--- config.mk ---
export PLATFORM = sky130hd
export DESIGN_NAME = router_input_unit
export DESIGN_NICKNAME = d
export VERILOG_FILES = /design/src/rtl/router_input_unit.sv
export SDC_FILE = /design/constraint.sdc
export NUM_CORES = 1
export LEC_CHECK = 0
export BUFFER_PORTS_ARGS = -buffer_cell sky130_fd_sc_hd__buf_2
export CORE_UTILIZATION = 45
export DETAILED_ROUTE_END_ITERATION = 6
export HOLD_SLACK_MARGIN = 0.05
export MAX_ROUTING_LAYER = met4
export PLACE_DENSITY = 0.66
export SETUP_SLACK_MARGIN = 0.15
export SYNTH_ARGS = -nofsm -noshare
export SYNTH_HDL_FRONTEND = slang
export SYNTH_SLANG_ARGS = --single-unit
export TNS_END_PERCENT = 50
--- constraint.sdc ---
create_clock -name clk -period 4.3 [get_ports clk]
set_input_delay 0.86 -clock clk [delete_from_list [all_inputs] [get_ports clk]]
set_output_delay 0.86 -clock clk [all_outputs]
set_load 0.05 [all_outputs]
--- src/rtl/router_input_unit.sv ---
// Mesh router input port: flit FIFO, XY route computation, and switch path
// reserve / forward / relieve sequencing for one switch input.
module router_input_unit #(
   parameter int N             = 4,
   parameter int X_POS         = 0,
   parameter int Y_POS         = 0,
   parameter int OUTPUTS       = 5,
   parameter int DATA_WIDTH    = 8,
   parameter int REQUEST_WIDTH = 3,
   parameter int FIFO_DEPTH    = 4
) (
   input  logic                     clk,
   input  logic                     rst,
   input  logic [DATA_WIDTH-1:0]    data_in,
   input  logic                     valid_in,
   output logic                     ready_in,
   output logic                     routeReserveRequestValid,
   output logic [REQUEST_WIDTH-1:0] routeReserveRequest,
   input  logic                     routeReserveStatus,
   output logic                     routeRelieve,
   output logic [DATA_WIDTH-1:0]    data_out,
   output logic                     valid_out,
   input  logic                     ready_out,
   output logic                     protocolError
);
   localparam int XW = $clog2(N);
   localparam int DW = DATA_WIDTH;
   localparam int RW = REQUEST_WIDTH;
   localparam int AW = $clog2(FIFO_DEPTH);
   localparam logic [XW-1:0] X_COORD    = XW'(X_POS);
   localparam logic [XW-1:0] Y_COORD    = XW'(Y_POS);
   localparam logic [AW:0]   DEPTH_CNT  = (AW+1)'(FIFO_DEPTH);
   localparam logic [AW:0]   ZERO_CNT   = {(AW+1){1'b0}};
   localparam logic [RW-1:0] PORT_LOCAL = RW'(0);
   localparam logic [RW-1:0] PORT_NORTH = RW'(1);
   localparam logic [RW-1:0] PORT_EAST  = RW'(2);
   localparam logic [RW-1:0] PORT_SOUTH = RW'(3);
   localparam logic [RW-1:0] PORT_WEST  = RW'(OUTPUTS - 1);

   typedef enum logic [1:0] {
      IDLE    = 2'd0,
      REQUEST = 2'd1,
      ACTIVE  = 2'd2,
      RELIEVE = 2'd3
   } state_t;

   logic [DW-1:0] mem_r [FIFO_DEPTH];
   logic [AW-1:0] rd_ptr_r;
   logic [AW-1:0] wr_ptr_r;
   logic [AW:0]   count_r;
   state_t        state_r;
   logic [RW-1:0] port_r;
   logic          req_valid_r;
   logic          relieve_r;
   logic          valid_out_r;
   logic [DW-1:0] data_out_r;
   logic          error_r;

   logic [DW-1:0] head_s;
   logic [DW-1:0] head_nxt_s;
   logic [XW-1:0] dx_s;
   logic [XW-1:0] dy_s;
   logic [RW-1:0] route_s;
   logic          empty_s;
   logic          full_s;
   logic          push_s;
   logic          fwd_pop_s;
   logic          discard_s;
   logic          pop_s;
   logic          tail_pop_s;
   logic          valid_nxt_s;
   logic [AW:0]   remain_s;
   logic [AW:0]   count_nxt_s;
   logic [AW-1:0] rd_ptr_nxt_s;

   assign ready_in                 = !rst && !full_s;
   assign routeReserveRequestValid = req_valid_r;
   assign routeReserveRequest      = port_r;
   assign routeRelieve             = relieve_r;
   assign data_out                 = data_out_r;
   assign valid_out                = valid_out_r;
   assign protocolError            = error_r;

   // FIFO status, XY routing of the head flit, and next-cycle output lookahead
   always_comb begin
      head_s       = mem_r[rd_ptr_r];
      empty_s      = (count_r == ZERO_CNT);
      full_s       = (count_r == DEPTH_CNT);
      push_s       = valid_in && ready_in;
      fwd_pop_s    = (state_r == ACTIVE) && valid_out_r && ready_out;
      // Type bit DW-2 is set for HEAD and HEAD_TAIL, bit DW-1 for TAIL and HEAD_TAIL.
      discard_s    = (state_r == IDLE) && !empty_s && !head_s[DW-2];
      pop_s        = fwd_pop_s || discard_s;
      tail_pop_s   = fwd_pop_s && data_out_r[DW-1];
      remain_s     = count_r - (AW+1)'(pop_s);
      count_nxt_s  = remain_s + (AW+1)'(push_s);
      rd_ptr_nxt_s = rd_ptr_r + AW'(pop_s);
      // A flit pushed into an otherwise drained FIFO becomes the next head directly.
      head_nxt_s   = (remain_s == ZERO_CNT) ? data_in : mem_r[rd_ptr_nxt_s];
      valid_nxt_s  = (state_r == ACTIVE) && !tail_pop_s && (count_nxt_s != ZERO_CNT);
      dx_s         = head_s[XW-1:0];
      dy_s         = head_s[2*XW-1:XW];
      if (dx_s > X_COORD) begin
         route_s = PORT_EAST;
      end else if (dx_s < X_COORD) begin
         route_s = PORT_WEST;
      end else if (dy_s > Y_COORD) begin
         route_s = PORT_NORTH;
      end else if (dy_s < Y_COORD) begin
         route_s = PORT_SOUTH;
      end else begin
         route_s = PORT_LOCAL;
      end
   end

   // Flit storage write port
   always_ff @(posedge clk) begin
      if (push_s) begin
         mem_r[wr_ptr_r] <= data_in;
      end
   end

   // FIFO pointers and occupancy
   always_ff @(posedge clk) begin
      if (rst) begin
         rd_ptr_r <= {AW{1'b0}};
         wr_ptr_r <= {AW{1'b0}};
         count_r  <= ZERO_CNT;
      end else begin
         rd_ptr_r <= rd_ptr_nxt_s;
         wr_ptr_r <= wr_ptr_r + AW'(push_s);
         count_r  <= count_nxt_s;
      end
   end

   // Packet sequencing FSM with registered handshake and data outputs
   always_ff @(posedge clk) begin
      if (rst) begin
         state_r     <= IDLE;
         port_r      <= {RW{1'b0}};
         req_valid_r <= 1'b0;
         relieve_r   <= 1'b0;
         valid_out_r <= 1'b0;
         data_out_r  <= {DW{1'b0}};
         error_r     <= 1'b0;
      end else begin
         relieve_r   <= 1'b0;
         valid_out_r <= valid_nxt_s;
         data_out_r  <= valid_nxt_s ? head_nxt_s : {DW{1'b0}};
         case (state_r)
            IDLE: begin
               if (!empty_s) begin
                  if (head_s[DW-2]) begin
                     state_r     <= REQUEST;
                     port_r      <= route_s;
                     req_valid_r <= 1'b1;
                  end else begin
                     error_r <= 1'b1;
                  end
               end
            end
            REQUEST: begin
               if (routeReserveStatus) begin
                  state_r     <= ACTIVE;
                  req_valid_r <= 1'b0;
               end
            end
            ACTIVE: begin
               if (tail_pop_s) begin
                  state_r   <= RELIEVE;
                  relieve_r <= 1'b1;
               end
            end
            RELIEVE: begin
               state_r <= IDLE;
            end
            default: begin
               state_r <= IDLE;
            end
         endcase
      end
   end
endmodule
=== After elaboration in Yosys (flattened, before gate mapping) ===
Memory sizes are Yosys's and may differ from the RTL's. A register that Yosys moved wholly into a read port is not among the register bits.
Index checks and enable logic that the tools add are counted.

* Register bits: 24
* RAM bits: 32
* Input bits: 13
* Output and inout bits: 16
* Word-level logic and storage cells: 75
* Memories kept: 1

* Add/subtract/negate cells: 4
* $lt $le $gt $ge: 4
* Eq/ne operators: 8
* Muxes and demuxes: 18
* Bitwise operators: 4
* Reductions and logical operators: 26

{| class="wikitable"
|+ Memory list
! memory !! words !! width !! rd ports !! clocked after memory_dff !! wr ports !! line !! RTL
|-
| mem_r || 4 || 8 || 2 || 1 || 1 || 47 || <nowiki>logic [DW-1:0] mem_r [FIFO_DEPTH];</nowiki>
|}

{| class="wikitable"
|+ Operator list
! cell !! number
|-
| 2-to-1 mux 2 bit || 7
|-
| logical AND 1 bit || 9
|-
| 2-to-1 mux 8 bit || 1
|-
| != test 2 bit, second input constant || 4
|-
| one-hot mux 2 bit (4 select lines) || 1
|-
| AND reduction 4 bit || 2
|-
| logical NOT 3 bit || 2
|-
| 2-to-1 mux 1 bit || 6
|-
| 2-to-1 mux 3 bit || 2
|-
| AND reduction 3 bit || 2
|-
| logical NOT 1 bit || 5
|-
| adder 2 x 1 -> 2 bit || 2
|-
| == test 2 bit, second input constant || 2
|-
| > comparator 2 x 1 -> 1 bit, second input constant || 2
|-
| < comparator 2 x 1 -> 1 bit, second input constant || 2
|-
| NOT 1 bit || 4
|-
| OR reduction 2 bit || 2
|-
| adder 3 x 1 -> 3 bit || 1
|-
| == test 3 bit, second input constant || 1
|-
| nonzero test 3 bit || 1
|-
| subtractor 3 x 1 -> 3 bit || 1
|-
| == test 2 x 1 -> 1 bit, second input constant || 1
|-
| logical NOT 2 bit || 1
|-
| one-hot mux 1 bit (2 select lines) || 1
|-
| other kinds (2) || 2
|}

=== Logic depth before layout (Yosys ltp) ===
Gate-level depths: netlist of the first run.

* Word-level depth: 11
* Depth in mapped cells: 12
* Gate-level depth less buffers: 12

=== Worst setup path before layout of the first run ===
No wires, ideal clock.

* Kind: input to register
* From: in rst
* To: reg data_out_r[0] (netlist: data_out[0])
* Setup time: 117 ps
* Arrival: 3,258 ps
* Data required time: 4,183 ps
* Path slack: 925 ps
* Stages: 9
* Path buffers: 0
* Path through: a31oi_1 -> nand2_1 -> inv_1 -> ha_1 -> ha_1 -> xor3_1 -> o311ai_4 -> nor2_2 -> a22o_1

* Longest elaborated chain between the ends: 8

{| class="wikitable"
|+ RTL lines
! what !! line !! RTL
|-
| from (decl) || 13 || <nowiki>input logic rst,</nowiki>
|-
| logical NOT 1 bit || 76 || <nowiki>assign ready_in = !rst && !full_s;</nowiki>
|-
| logical AND 1 bit || 76 ||
|-
| logical AND 1 bit || 89 || <nowiki>push_s = valid_in && ready_in;</nowiki>
|-
| adder 3 x 1 -> 3 bit || 96 || <nowiki>count_nxt_s = remain_s + (AW+1)'(push_s);</nowiki>
|-
| nonzero test 3 bit || 100 || <nowiki>valid_nxt_s = (state_r == ACTIVE) && !tail_pop_s && (count_nxt_s != ZERO_CNT);</nowiki>
|-
| logical AND 1 bit || 100 ||
|-
| NOT 1 bit (no source line) || -- ||
|-
| OR reduction 2 bit (no source line) (*) || -- ||
|-
| to (signal assigned) || 144 || <nowiki>data_out_r <= {DW{1'b0}};</nowiki>
|-
| to (signal assigned) || 149 || <nowiki>data_out_r <= valid_nxt_s ? head_nxt_s : {DW{1'b0}};</nowiki>
|-
| to (decl) || 56 || <nowiki>logic [DW-1:0] data_out_r;</nowiki>
|}

Every way passes the cells marked *; elsewhere a longest branch is shown, timed or not.
A chain may end at the register's enable or synchronous reset.

=== Worst setup path after layout of the first run ===
* From: reg rd_ptr_r[0]
* To: reg data_out_r[6] (netlist: data_out[6])

* Longest elaborated chain between the ends: 3

{| class="wikitable"
|+ RTL lines
! what !! line !! RTL
|-
| from (decl) || 48 || <nowiki>logic [AW-1:0] rd_ptr_r;</nowiki>
|-
| from (signal assigned) || 126 || <nowiki>rd_ptr_r <= {AW{1'b0}};</nowiki>
|-
| from (signal assigned) || 130 || <nowiki>rd_ptr_r <= rd_ptr_nxt_s;</nowiki>
|-
| adder 2 x 1 -> 2 bit || 97 || <nowiki>rd_ptr_nxt_s = rd_ptr_r + AW'(pop_s);</nowiki>
|-
| memory read (4 x 8 bit) || -- ||
|-
| 2-to-1 mux 8 bit || 99 || <nowiki>head_nxt_s = (remain_s == ZERO_CNT) ? data_in : mem_r[rd_ptr_nxt_s];</nowiki>
|}

Every way passes these cells.

==> metrics, run 1 <==
status complete, no violations; data arrival time of the critical path 3.30 ns; number of clock buffers inserted by TritonCTS 5; Clk network pwr share 18.7%; leading register cell type out of synthesis edfxtp_1; worst clock skew 0.00328 ns; average instance area after synthesis 14.7 um2; grt total ovfl 0; post-detailed-route DRC marker count 0; number of enable flip-flop cells after synthesis 32; total inserted antenna cells 0; net count of the finished layout 214; Worst path slowest cell mux4_2; via count of the first global-routing pass 1374; number of nets with antenna violations after routing 0; CTS tree done; global-route wire length before repair 6540 um; average vias per placed instance 5.33; number of top-level pins 29; setup slack at placement 1.17 ns; count of buffers from port buffering 27; post-route minimum period 3.10 ns; sequential share of the synthesized area 61.4%; cell-internal power 0.000981 W; critical path peak fanout 7; area of the multi-input gates 837 um2; count of state elements after synthesis 55; accumulated negative setup slack 0 ns; Crit Path Class flop to flop; Storage cell area 0.00142 mm2; pin count of the biggest net entering global routing 18; CP bufs+invs 1; total core area 0.00485 mm2; share of layout cells above drive strength 1 24.5%; aggregate routed wire length 4180 um; number of synthesis warnings 0; synthesized netlist net count 180; horizontal die dimension 73.7 um; Clock Path Buffers 2; leakage power of the design 1.04 nW; power density over the cells 567 mW/mm2; Netlist cell types 38; Post-synth ARST share 0%; TritonRoute pass-1 iters 4; initial antenna violation count 0; most repeated library cell on the critical path ha_1; fin. max-slew vios 0; clock sink count 55; combinational group share of total power 37.9%; Setup Viol. Count Final 0; power dissipated by switching net loads 0.000511 W; die area 0.00543 mm2; type of the worst min-delay path flop to flop; crit share post-route 72.1%; post-cts sizing count 0; Tightest Pin Transition 0.868 ns; effective utilization at floorplan 47.7%; final estimated routing congestion in global placement 0.762; Filler cells 392; Fmax achieved 323 MHz; Starting DRT DRC Count 72; sequential share of power 43.4%; final worst-path setup slack 1.20 ns; Setup crit end kind flop; setup repair after global routing missed its margin false; DPL Wire Length 3040 um; quantity of hold-fixing buffers added after cts 0; required arrival time at the worst endpoint 4.50 ns; Max H-tree Level 2; max incr delay on CP 0.57 ns; switching part of the total power 34.3%; Max-cap violations 0; DR vias 1380; cell family with the largest share of critical-path delay multiplexers; area growth from synthesis to layout 13.6%; clock tree root driver cell clkbuf_8; cells after synthesis 157; die boundary height 73.7 um; relative slew slack 42.0%; count of final hold-check violations 0; Skew-Pair Late Insertion Delay 0.30 ns; post-synthesis cell area 0.00231 mm2; series of cell instances along the critical path mux4_2, nand3b_1, nand2_1, ha_1, inv_1, ha_1, ha_1, xor3_1, o311ai_4, nor2_2, a22o_1; global routing usage summed across all routing layers 17.4%; number of standard-cell rows in the floorplan 25; clock-pin slew reported for the worst setup and hold paths after clock tree synthesis 0.09 ns; startpoint kind of the worst setup timing path flop; Post-CTS Setup Bufs 0; DR WL/cell 16.2 um; worst-case vdd ir drop 0.000205 V
[power groups by stage]
stage | sequential (W) | combinational, W | clock (W)
global placement | 0.000656 | 0.000551 | 0
floorplan | 0.000722 | 0.000393 | 0
global route | 0.000655 | 0.000615 | 0.000310
detailed placement | 0.000660 | 0.000572 | 0
finish | 0.000648 | 0.000566 | 0.000278
CTS | 0.000648 | 0.000574 | 0.000288
[metrics by stage]
| step | power (W) | cell area (um2) | utilization, % | hold slack, ns | std cells |
|---|---|---|---|---|---|
| 2_1_floorplan | 0.00112 | 2310 | - | 0.475 | 157 |
| 3_3_place_gp | 0.00121 | 2540 | 52.4 | 0.450 | 251 |
| 4_1_cts | 0.00151 | 2630 | 54.2 | 0.458 | 259 |
| 6_report | 0.00149 | 2630 | 54.2 | 0.459 | 259 |
| 3_5_place_dp | 0.00123 | 2540 | 52.4 | 0.445 | 251 |
| 5_1_grt | 0.00158 | 2630 | 54.2 | 0.477 | 259 |
[cell usage in the layout (no fill, tap or decap), drive strengths merged, types with 3 or more instances in the layout]
master / instances
nor2b: 9
mux4: 10
nor2: 11
dfxtp: 23
inv: 12
clkbuf: 6
nand2: 4
nand3: 3
ha: 10
buf: 30
nor3: 3
edfxtp: 32
a22o: 7
a21oi: 6
[sequential cells by signal (all words and copies together) (netlist names), 2 cells and up]
| register | cells |
|---|---|
| mem_r | 32 |
| data_out | 8 |
| count_r | 3 |
| rd_ptr_r | 2 |
| routeReserveRequest | 2 |
| state_r | 2 |
| wr_ptr_r | 2 |
[area by class of cell]
class,instances,share of cell area (%)
Inverter,11,1.57
Clock inverter,2,0.618
Tap cell,67,3.19
Clock buffer,6,2.76
Multi-Input combinational cell,88,31.8
Sequential cell,55,54.0
Timing Repair Buffer,30,5.99
[path summary, 6_finish.rpt]
check	depth (start not counted)	from	slack, ns	endpoint
setup reg to reg	11	rd_ptr_r[0]	1.20	data_out[6]
hold reg to reg	2	protocolError	0.46	protocolError
hold / removal	2	protocolError	0.46	protocolError
setup / recovery	11	rd_ptr_r[0]	1.20	data_out[6]
[worst min-delay path, delay by kind of cell (launching register included)]
family / cells / cell delay, ns
compound gates: 1 / 0.05
buf+inv: 1 / 0.05
flops: 1 / 0.32
[synthesized netlist by cell type, types with 2 or more instances]
master / count / area [um2]
xnor2_1: 2 / 17.5
nor2b_1: 8 / 50.1
dfxtp_1: 23 / 460
a22o_1: 7 / 61.3
mux4_2: 4 / 90.1
a211oi_1: 2 / 15.0
ha_1: 10 / 125
nor3_1: 3 / 15.0
clkbuf_1: 2 / 7.51
a21oi_1: 6 / 30.0
nor2_1: 10 / 37.5
mux4_1: 6 / 158
a31oi_1: 2 / 12.5
edfxtp_1: 32 / 961
nand3_1: 3 / 15.0
nand2_1: 4 / 15.0
nor3b_1: 2 / 15.0
inv_1: 11 / 41.3
[logic make-up after synthesis]
family,count (synthesis),synth area share (%)
simple gates,39,9.24
compound gates,23,8.05
flops,55,61.4
mux,11,11.1
other cells,1,0.162
fa+ha+maj,10,5.41
buf+inv,14,2.43
xor+xnor,4,2.16
[metal layers]
layer / wire length, um / up-vias / global-route usage [%]
li1: - / 661 / -
met1: 1900 / 686 / 21.7
met2: 2090 / 26 / 27.8
met3: 133 / 7 / 3.98
met4: 60 / 0 / 6.20
met5: 0 / - / -
No activity file was read; power rests on OpenSTA's default activity.
==> run 2, diff against run 1 <==
clock period = 3 ns   (was 4.3 ns; I/O delays follow)
==> run 2 against run 1 <==
  * Via count grew 2.6%
  * Non-clock buffer count increased by 9
  * Sequential share of layout area is 2.9 points lower
  * Flip-flop and latch count is the same
  * Clock power grew 52%
  * Critical path depth unchanged
  * Combinational power is 78% higher
  * Final cell count up 3.5%
  * Hold slack improved by 0.0019 ns
  * Register-to-register slack got worse by 1.0 ns
  * Clock skew increased by 0.014 ns
  * Global-route usage rose by 1.3 points
  * Critical endpoint is now data_out[1]
==> metrics, run 2 (same netlist as run 1, synthesis figures left out) <==
clock-pin slew reported for the worst setup and hold paths after clock tree synthesis 0.11 ns; DPL Wire Length 2960 um; Starting DRT DRC Count 73; final estimated routing congestion in global placement 0.747; worst clock skew 0.0175 ns; fin. max-slew vios 0; flop2flop setup slack 0.16 ns; TritonRoute pass-1 iters 4; crit share post-route 94.7%; average vias per placed instance 5.28; destination of the worst register-to-register timing path data_out[1]; Setup crit end kind flop; number of standard-cell rows in the floorplan 25; Reg-to-Reg Start mem_r[0][6]; cell area after layout 0.00278 mm2; clock tree root driver cell clkbuf_8; share of layout cells above drive strength 1 32.8%; max incr delay on CP 0.48 ns; flip-flop count of the largest register after layout 32; pin count of the biggest net entering global routing 20; tightest hold margin 0.461 ns; aggregate routed wire length 4270 um; hold path endpoint protocolError; type of the worst min-delay path flop to flop; effective utilization at floorplan 47.7%; required arrival time at the worst endpoint 3.20 ns; total inserted antenna cells 0; critical path peak fanout 7; Clock Path Buffers 2; DR WL/cell 15.9 um; number of nets with antenna violations after routing 0; die area 0.00543 mm2; accumulated negative setup slack 0 ns; post-detailed-route DRC marker count 0; most repeated library cell on the critical path ha_4; grt total ovfl 0; number of clock buffers inserted by TritonCTS 5; die boundary height 73.7 um; count of buffers from port buffering 27; leakage power of the design 1.08 nW; total core area 0.00485 mm2; Skew-Pair Late Insertion Delay 0.32 ns; count of final hold-check violations 0; net count of the finished layout 223; startpoint kind of the worst setup timing path flop; worst-case vdd ir drop 0.000384 V; Worst path slowest cell mux4_2; WHS Path Cells 2; Setup Viol. Count Final 0; CTS tree done; power density over the cells 847 mW/mm2; global-route wire length before repair 6950 um; Most flops, register mem_r; number of top-level pins 29; post-route minimum period 2.84 ns; Filler cells 392; Storage cell area 0.00142 mm2; Crit Path Class flop to flop; commonest non-fill, non-tap cell in the layout edfxtp_1; via count of the first global-routing pass 1454; global routing usage summed across all routing layers 18.7%; data arrival time of the critical path 3.04 ns; initial antenna violation count 0; series of cell instances along the critical path mux4_2, nand3b_1, nand2_2, ha_4, inv_4, ha_4, ha_4, xor3_1, o311ai_4, nor2_4, a22o_1; area of the multi-input gates 908 um2; area growth from synthesis to layout 20.0%; setup repair after global routing missed its margin true; total placed instance area 0.00257 mm2; status complete, no violations; horizontal die dimension 73.7 um; Max H-tree Level 2; Max-cap violations 0; cell depth of the worst flop-to-flop path 11; startpoint of the tightest hold check path protocolError; clock sink count 55; most frequent cells in the layout 32 x edfxtp_1, 27 x buf_2, 23 x dfxtp_1; DR vias 1416; Fmax achieved 352 MHz
-- run 2: cell count changes in the layout (fill, tap and decap cells not counted), moves of 2 or more --
cell / previous run / this run
ha_4: 0 / 4
buf_4: 3 / 12
inv_1: 11 / 9
ha_1: 10 / 5
-- run 2: critical path, delay by kind of cell, from the launching register on --
kind,cells,cell delay [ns]
xor+xnor,1,0.26
compound gates,2,0.61
flops,1,0.41
fa+ha+maj,3,0.46
mux,1,0.48
simple gates,3,0.44
buf+inv,1,0.06
-- run 2: stage by stage --
stage / utilization (%) / setup slack (ns) / std cells / power, W
detailed placement: 53.0 / 0.0637 / 254 / 0.00178
CTS: 57.0 / 0.149 / 267 / 0.00233
global route: 57.3 / 0.0355 / 268 / 0.00250
global placement: 53.0 / 0.169 / 254 / 0.00175
floorplan: - / 0.198 / 157 / 0.00160
finish: 57.3 / 0.160 / 268 / 0.00235
-- run 2: cell type report --
type,instances,share of cell area [%]
Timing Repair Buffer,39,8.11
Sequential cell,55,51.2
Clock buffer,5,2.48
Multi-Input combinational cell,88,32.7
Tap cell,67,3.02
Inverter,11,1.58
Clock inverter,3,0.946
-- run 2: worst max path at each step --
| stage | from | endpoint | slack, ns |
|---|---|---|---|
| 2_1_floorplan | rd_ptr_r[0] | data_out[0] | 0.20 |
| 3_3_place_gp | rd_ptr_r[0] | data_out[1] | 0.17 |
| 3_5_place_dp | rd_ptr_r[0] | data_out[1] | 0.06 |
| 4_1_cts | mem_r[0][6] | data_out[1] | 0.15 |
| 5_1_grt | mem_r[1][6] | data_out[1] | 0.04 |
| 6_report | mem_r[0][6] | data_out[1] | 0.16 |
-- run 2: report_power, final --
group | switching [W] | internal, W | leakage, nW
sequential | 0.0000435 | 0.000878 | 0.477
combinational | 0.000529 | 0.000478 | 0.558
clock | 0.000251 | 0.000172 | 0.0491
-- run 2: layer usage --
metal  global-route usage [%]  vias up  part of all wire (%)
met2                     31.5       42                    52
met1                     20.5      683                    41
li1                         -      677                     -
met5                        -        -                     0
met3                     4.94       14                   4.3
met4                     9.19        0                   2.8
-- run 2: what timing repair did --
action | in CTS | in global routing
gates cloned | 0 | 0
hold buffers | 0 | 0
setup buffers | 5 | 1
setup endpoints to repair | 7 | 8
pin swaps | 6 | 6
gates resized for setup | 12 | 2
